===== config.mk =====
export PLATFORM = sky130hd
export DESIGN_NAME = prog_prio_grant_scheduler_flat
export DESIGN_NICKNAME = d
export VERILOG_FILES = /design/src/rtl/prog_prio_grant_scheduler_if.sv /design/src/rtl/prog_prio_grant_scheduler.sv /design/src/flat_wrapper.sv
export SDC_FILE = /design/constraint.sdc
export NUM_CORES = 1
export LEC_CHECK = 0
export ABC_AREA = 1
export CAP_MARGIN = 20
export CORE_ASPECT_RATIO = 0.75
export CORE_UTILIZATION = 47
export CTS_CLUSTER_SIZE = 8
export DETAILED_ROUTE_END_ITERATION = 8
export GPL_TIMING_DRIVEN = 0
export PLACE_DENSITY = 0.75
export SETUP_SLACK_MARGIN = 0.4
export SLEW_MARGIN = 20
export SYNTH_ARGS = -nofsm -noshare
export SYNTH_HDL_FRONTEND = slang
export SYNTH_SLANG_ARGS = --single-unit

===== constraint.sdc =====
create_clock -name clk -period 2.6 [get_ports clk]
set_clock_uncertainty 0.1 [all_clocks]
set_input_delay 0.52 -clock clk [delete_from_list [all_inputs] [get_ports clk]]
set_output_delay 0.52 -clock clk [all_outputs]
set_load 0.005 [all_outputs]

===== src/rtl/prog_prio_grant_scheduler_if.sv =====
`default_nettype none
// ============================================================================
// Module  : prog_prio_grant_scheduler_if
// Brief   : Request/grant and priority-configuration bundle between the
//           requesters and the scheduler.
// Revision: 1.0 - initial release
// ============================================================================
interface prog_prio_grant_scheduler_if;
    logic [3:0] req;
    logic [3:0] done;
    logic       cfg_we;
    logic [7:0] cfg_prio;
    logic [3:0] grant;
    logic [1:0] grant_id;
    logic       busy;
    logic       timeout;
    logic       cfg_pend;

    modport master (
        output req, done, cfg_we, cfg_prio,
        input  grant, grant_id, busy, timeout, cfg_pend
    );

    modport slave (
        input  req, done, cfg_we, cfg_prio,
        output grant, grant_id, busy, timeout, cfg_pend
    );
endinterface
`default_nettype wire


===== src/rtl/prog_prio_grant_scheduler.sv =====
`default_nettype none
// ============================================================================
// Module  : prog_prio_grant_scheduler
// Brief   : 4-requester programmable fixed-priority scheduler with held,
//           non-preemptive grants, hold-time limit and shadowed priority.
//           Optional starvation aging enabled by macro AGING_BOOST_EN.
// Revision: 1.0 - initial release
// ============================================================================
module prog_prio_grant_scheduler #(
    parameter int unsigned MAX_HOLD  = 8,
    parameter int unsigned AGE_LIMIT = 3
) (
    input wire                          clk,
    input wire                          rst,
    prog_prio_grant_scheduler_if.slave  bus
);

    localparam logic       c_ST_IDLE  = 1'b0;
    localparam logic       c_ST_GRANT = 1'b1;
    localparam logic [7:0] c_PRIO_RST = 8'b11_10_01_00;
    localparam logic [7:0] c_MAX_HOLD = 8'(MAX_HOLD);

    // The 2-bit age counter saturates at 3, so a larger limit could never boost.
    if (MAX_HOLD < 1 || MAX_HOLD > 255 || AGE_LIMIT > 3) begin : g_param_check
        $error("prog_prio_grant_scheduler: MAX_HOLD or AGE_LIMIT out of range");
    end

    logic       r_state;
    logic [3:0] r_grant;
    logic [1:0] r_grant_id;
    logic       r_busy;
    logic       r_timeout;
    logic       r_cfg_pend;
    logic [7:0] r_hold_cnt;
    logic [7:0] r_active_prio;
    logic [7:0] r_shadow_prio;

    logic       w_state_nxt;
    logic [3:0] w_grant_nxt;
    logic [1:0] w_grant_id_nxt;
    logic       w_busy_nxt;
    logic       w_timeout_nxt;
    logic       w_cfg_pend_nxt;
    logic [7:0] w_hold_cnt_nxt;
    logic [7:0] w_active_nxt;
    logic [7:0] w_shadow_nxt;
    logic       w_issue;

    logic       w_win_vld;
    logic [1:0] w_win_id;
    logic [1:0] w_best_rank;
    logic [3:0] w_boost;

`ifdef AGING_BOOST_EN
    logic [1:0] r_age [4];

    always_comb begin
        for (int i = 0; i < 4; i++) begin
            w_boost[i] = bus.req[i] && ({30'd0, r_age[i]} >= AGE_LIMIT);
        end
    end

    always_ff @(posedge clk) begin
        if (rst) begin
            for (int i = 0; i < 4; i++) r_age[i] <= 2'd0;
        end else begin
            for (int i = 0; i < 4; i++) begin
                if (!bus.req[i] || (w_issue && w_win_id == 2'(i))) begin
                    r_age[i] <= 2'd0;
                end else if (w_issue && r_age[i] != 2'd3) begin
                    r_age[i] <= r_age[i] + 2'd1;
                end
            end
        end
    end
`else
    assign w_boost = 4'b0000;
`endif

    // Strict less-than on an ascending scan gives ties to the lower index.
    always_comb begin
        w_win_vld   = 1'b0;
        w_win_id    = 2'd0;
        w_best_rank = 2'd3;
        for (int i = 0; i < 4; i++) begin
            if (bus.req[i] && (!w_win_vld || r_active_prio[2*i +: 2] < w_best_rank)) begin
                w_win_vld   = 1'b1;
                w_win_id    = 2'(i);
                w_best_rank = r_active_prio[2*i +: 2];
            end
        end
        if (|w_boost) begin
            for (int i = 3; i >= 0; i--) begin
                if (w_boost[i]) w_win_id = 2'(i);
            end
        end
    end

    always_comb begin
        w_state_nxt    = r_state;
        w_grant_nxt    = r_grant;
        w_grant_id_nxt = r_grant_id;
        w_busy_nxt     = r_busy;
        w_timeout_nxt  = 1'b0;
        w_cfg_pend_nxt = r_cfg_pend;
        w_hold_cnt_nxt = r_hold_cnt;
        w_active_nxt   = r_active_prio;
        w_shadow_nxt   = r_shadow_prio;
        w_issue        = 1'b0;

        case (r_state)
            c_ST_IDLE: begin
                if (r_cfg_pend) begin
                    w_active_nxt   = r_shadow_prio;
                    w_cfg_pend_nxt = 1'b0;
                end else if (w_win_vld) begin
                    w_state_nxt    = c_ST_GRANT;
                    w_grant_nxt    = 4'b0001 << w_win_id;
                    w_grant_id_nxt = w_win_id;
                    w_busy_nxt     = 1'b1;
                    w_hold_cnt_nxt = 8'd1;
                    w_issue        = 1'b1;
                end
            end
            c_ST_GRANT: begin
                if (bus.done[r_grant_id] || !bus.req[r_grant_id]) begin
                    w_state_nxt = c_ST_IDLE;
                    w_grant_nxt = 4'b0000;
                    w_busy_nxt  = 1'b0;
                end else if (r_hold_cnt == c_MAX_HOLD) begin
                    w_state_nxt   = c_ST_IDLE;
                    w_grant_nxt   = 4'b0000;
                    w_busy_nxt    = 1'b0;
                    w_timeout_nxt = 1'b1;
                end else begin
                    w_hold_cnt_nxt = r_hold_cnt + 8'd1;
                end
            end
            default: begin
                w_state_nxt = c_ST_IDLE;
                w_grant_nxt = 4'b0000;
                w_busy_nxt  = 1'b0;
            end
        endcase

        // A write landing on the load edge stays pending for the next idle cycle.
        if (bus.cfg_we) begin
            w_shadow_nxt   = bus.cfg_prio;
            w_cfg_pend_nxt = 1'b1;
        end
    end

    always_ff @(posedge clk) begin
        if (rst) begin
            r_state       <= c_ST_IDLE;
            r_grant       <= 4'b0000;
            r_grant_id    <= 2'd0;
            r_busy        <= 1'b0;
            r_timeout     <= 1'b0;
            r_cfg_pend    <= 1'b0;
            r_hold_cnt    <= 8'd0;
            r_active_prio <= c_PRIO_RST;
            r_shadow_prio <= c_PRIO_RST;
        end else begin
            r_state       <= w_state_nxt;
            r_grant       <= w_grant_nxt;
            r_grant_id    <= w_grant_id_nxt;
            r_busy        <= w_busy_nxt;
            r_timeout     <= w_timeout_nxt;
            r_cfg_pend    <= w_cfg_pend_nxt;
            r_hold_cnt    <= w_hold_cnt_nxt;
            r_active_prio <= w_active_nxt;
            r_shadow_prio <= w_shadow_nxt;
        end
    end

    assign bus.grant    = r_grant;
    assign bus.grant_id = r_grant_id;
    assign bus.busy     = r_busy;
    assign bus.timeout  = r_timeout;
    assign bus.cfg_pend = r_cfg_pend;

endmodule
`default_nettype wire


===== src/flat_wrapper.sv =====
// flat-port wrapper written by rule: the top's interface ports become plain ports
module prog_prio_grant_scheduler_flat 
#(
    parameter int unsigned MAX_HOLD  = 8,
    parameter int unsigned AGE_LIMIT = 3
)
  (clk, rst, bus_req, bus_done, bus_cfg_we, bus_cfg_prio, bus_grant, bus_grant_id, bus_busy, bus_timeout, bus_cfg_pend);
  prog_prio_grant_scheduler_if bus_i ();
  input wire clk;
  input wire rst;
  input wire logic [$bits(bus_i.req)-1:0] bus_req;
  input wire logic [$bits(bus_i.done)-1:0] bus_done;
  input wire logic [$bits(bus_i.cfg_we)-1:0] bus_cfg_we;
  input wire logic [$bits(bus_i.cfg_prio)-1:0] bus_cfg_prio;
  output wire logic [$bits(bus_i.grant)-1:0] bus_grant;
  output wire logic [$bits(bus_i.grant_id)-1:0] bus_grant_id;
  output wire logic [$bits(bus_i.busy)-1:0] bus_busy;
  output wire logic [$bits(bus_i.timeout)-1:0] bus_timeout;
  output wire logic [$bits(bus_i.cfg_pend)-1:0] bus_cfg_pend;
  assign bus_i.req = bus_req;
  assign bus_i.done = bus_done;
  assign bus_i.cfg_we = bus_cfg_we;
  assign bus_i.cfg_prio = bus_cfg_prio;
  assign bus_grant = bus_i.grant;
  assign bus_grant_id = bus_i.grant_id;
  assign bus_busy = bus_i.busy;
  assign bus_timeout = bus_i.timeout;
  assign bus_cfg_pend = bus_i.cfg_pend;
  prog_prio_grant_scheduler #(.MAX_HOLD(MAX_HOLD), .AGE_LIMIT(AGE_LIMIT)) u_core (.clk(clk), .rst(rst), .bus(bus_i));
endmodule

==> results.py <==
metrics = {
    "sta": {
        "fin_crit_sh_pct": 90.24,
        "setup_viol": 0,
        "rsz0062_at_grt": "true",
        "max_freq_ghz": 0.4262,
        "hold_viol": 0,
        "fin_crit_ns": 2.346,
        "drv_slew": 0,
        "tightest_slew_ns": 0.4366,
        "relSlewSlack_pct": 70.89,
    },
    "yosys": {
        "synth.cell_area_um2": 1623,
        "ys_ff_latch": 34,
        "synthTopCellsByArea": "dfxtp_1 42%, nand2_1 12%, inv_1 5.8%",
        "syn_nets": 239,
        "syn_avg_cell_area_um2": 7.513,
        "ys_types": 31,
        "yosysTopAreaCell": "dfxtp_1",
        "yosysSeqAreaShare_pct": 41.94,
        "ys.flop_type": "dfxtp_1",
        "netlist_instances": 216,
        "synth_top_area_share_pct": 41.94,
        "synth_edf_count": 0,
        "ys_warn_count": 0,
        "async_flop_share_pct": 0,
    },
    "worst_setup_path": {
        "r2r_setup_slack_ns": 0.25,
        "cpPeakStageDelay_ns": 0.28,
        "r2r_start": "u_core.r_active_prio[1]",
        "cp-start-kind": "input pin",
        "critPathTopFamily": "simple AND/OR/NAND/NOR gates",
        "crit_path_end_kind": "flip-flop",
        "path_max_fanout": 5,
        "slowest_stage": "ha_1",
        "crit_chain": "clkdlybuf4s15_2 -> nand2_2 -> inv_2 -> nand2_4 -> o21ai_4 -> ha_4 -> nand2_2 -> nand2_2 -> nand2_2 -> nand2_2 -> nand2_1 -> o21ai_1 -> ha_1 -> nand2_1 -> nand2_2 -> nand2_2 -> nand2_4 -> nand3_2 -> a21oi_1",
        "path_buf_inv": 2,
        "crit_type": "in -> reg",
        "cp_data_required_time_ns": 2.73,
        "arrival_ns": 2.47,
        "crit_path_frequent_cell": "nand2_2",
        "reg2regPathDepth": 20,
        "r2r-end": "u_core.bus.grant[1]",
        "startpoint": "bus_req[1]",
    },
    "die": {
        "die_h_um": 52.89,
        "die-area_um2": 3694,
        "start_util_pct": 49.35,
        "die_w_um": 69.85,
        "io_pins": 28,
        "rows": 18,
        "core_area_um2": 3288,
    },
    "cells_and_area": {
        "layout_common_cells": "37 x nand2_1, 32 x dfxtp_1, 21 x clkdlybuf4s50_1",
        "nFillCells": 255,
        "drive_above_1_share_pct": 29.96,
        "fin_util_pct": 70.47,
        "nNetsFinal": 289,
        "final_cells": 307,
        "seq_area_um2": 685.7,
        "num_antenna_cells": 0,
        "multi_input_area_um2": 962.2,
        "area_delta_synth_final_pct": 42.79,
        "fin_area_um2": 2317,
        "layout_commonest_cell": "nand2_1",
    },
    "drt": {
        "routed_wl_um": 3710,
        "dr.pass1.iters": 4,
        "drc": 0,
        "drt_iter0_markers": 73,
        "via_per_inst": 5.023,
        "vias": 1542,
        "wire_per_inst_um": 12.08,
        "postRouteAntennaNets": 0,
    },
    "grt": {
        "grt_max_degree": 12,
        "grtUsageTotal_pct": 20.93,
        "grt_pass1_wl_um": 5816,
        "grt_overflow": 0,
        "antenna_found_initial": 0,
        "grt_pass1_vias": 1268,
    },
    "placed_design": {
        "dp_hpwl_um": 2485,
        "place_inst": 281,
        "globalplace.congestion": 0.8062,
        "portBuffers": 25,
        "place_area_um2": 1993,
    },
    "hold_path": {
        "hold_start": "u_core.bus.grant[0]",
        "min_path_cells": 2,
        "hold_path.class": "reg -> reg",
        "min_to": "u_core.bus.grant[0]",
    },
    "clock_network": {
        "cts_tree": "built",
        "h-tree-depth": 2,
        "clkTransAtPathRegs_ns": 0.07,
        "clockBufferDepth": 2,
        "insertion_delay_ns": 0.29,
        "cts_buffers": 5,
        "numClockSinks": 34,
        "hold_buffers": 0,
        "clockRootBuffer": "clkbuf_8",
    },
    "pwr": {
        "vdd_drop_max_v": 0.0003775,
        "internal-power_w": 0.001007,
        "powerDensity_nw_per_um2": 643.6,
        "power_switching_w": 0.0004841,
        "swShare_pct": 32.46,
        "power_leakage_nw": 0.9872,
        "clockPowerShare_pct": 27.2,
        "combPwrFrac_pct": 31.8,
        "pwr-share-seq_pct": 40.9,
    },
    "flow_run": {
        "maxCapViolCount": 0,
    },
    "status": {
        "status": "finished clean",
    },
}
## Yosys cell counts, types with 2 or more instances
master,n
inv_1,25
a21oi_1,17
ha_1,4
nand3_4,2
nand2_1,50
nand3_1,18
nor3_1,2
nor2_2,4
o211ai_1,2
o211ai_2,2
o21ai_0,15
nor2_1,16
nand2_2,3
dfxtp_1,34
clkbuf_1,4
inv_2,3
## registers in the layout, summed over array words and instances (netlist names)
register,count
u_core.bus.grant,4
u_core.bus.timeout,1
u_core.bus.cfg_pend,1
u_core.bus.busy,1
u_core.r_shadow_prio,8
u_core.r_state,1
u_core.r_hold_cnt,8
u_core.r_active_prio,8
u_core.bus.grant_id,2
## through the flow
stage                     worst slack, ns  TNS [ns]  hold slack (ns)  power [W]
after floorplan                    0.2211         0           0.3292  0.0008567
after global placement            -0.8135    -5.222           0.3434  0.0009702
after detailed placement          -0.8192    -5.296           0.3542  0.0009754
after CTS                          0.2981         0           0.3672   0.001427
after global routing              0.09345         0           0.3841   0.001577
final                              0.2536         0           0.3653   0.001491
## timing repair
item,4_1_cts,5_1_grt
setup buffers,11,7
pin swaps,12,10
gates resized for setup,21,17
setup endpoints to repair,15,8
gates cloned,0,0
## kinds of logic (layout without fill, tap and decap cells)
family / Yosys count / after routing / share of synthesized area [%]
flip-flops: 34 / 34 / 41.94
buffers and inverters: 34 / 85 / 8.172
adder cells (fa/ha/maj): 4 / 4 / 3.084
AO/OA/AOI/OAI: 39 / 39 / 14.11
AND/OR/NAND/NOR: 105 / 105 / 32.69
## tightest hold or removal path: cells and delay by family, from the launching register on
family | cells | cell delay, ns
compound gates | 1 | 0.05
flops | 1 | 0.31
simple gates | 1 | 0.06
## layer usage
metal  track usage [%]  up-vias  share of wire (%)
li1                  -      797                  -
met1             28.79      682                 48
met4             10.00        0                3.0
met3             6.095        9                6.4
met2             29.97       54                 42
met5                 0        -                  0
## final cells by class
type,instances,share of cell area [%]
multi-input cells,148,41.52
flip-flops and latches,34,29.59
repair buffers,43,16.79
inverters,30,5.184
clock buffers,6,3.564
well taps,40,2.160
plain buffers,4,0.6479
clock inverters,2,0.5400
## power groups by stage
stage | registers, W | logic [W] | clock network, W
floorplan | 0.000614 | 0.000243 | 0
global placement | 0.000617 | 0.000353 | 0
detailed placement | 0.000619 | 0.000357 | 0
CTS | 0.000610 | 0.000401 | 0.000416
global route | 0.000617 | 0.000522 | 0.000439
finish | 0.000610 | 0.000475 | 0.000406
## worst max path at each step
stage	endpoint	slack [ns]	cells after the start
floorplan	u_core.bus.grant[0]	0.22	19
global placement	u_core.bus.grant[0]	-0.81	20
detailed placement	u_core.bus.grant[0]	-0.82	20
CTS	u_core.bus.grant[1]	0.30	20
global route	u_core.bus.grant[1]	0.09	20
finish	u_core.bus.grant[1]	0.25	19
Note: power is estimated with default switching activity, not from simulation.
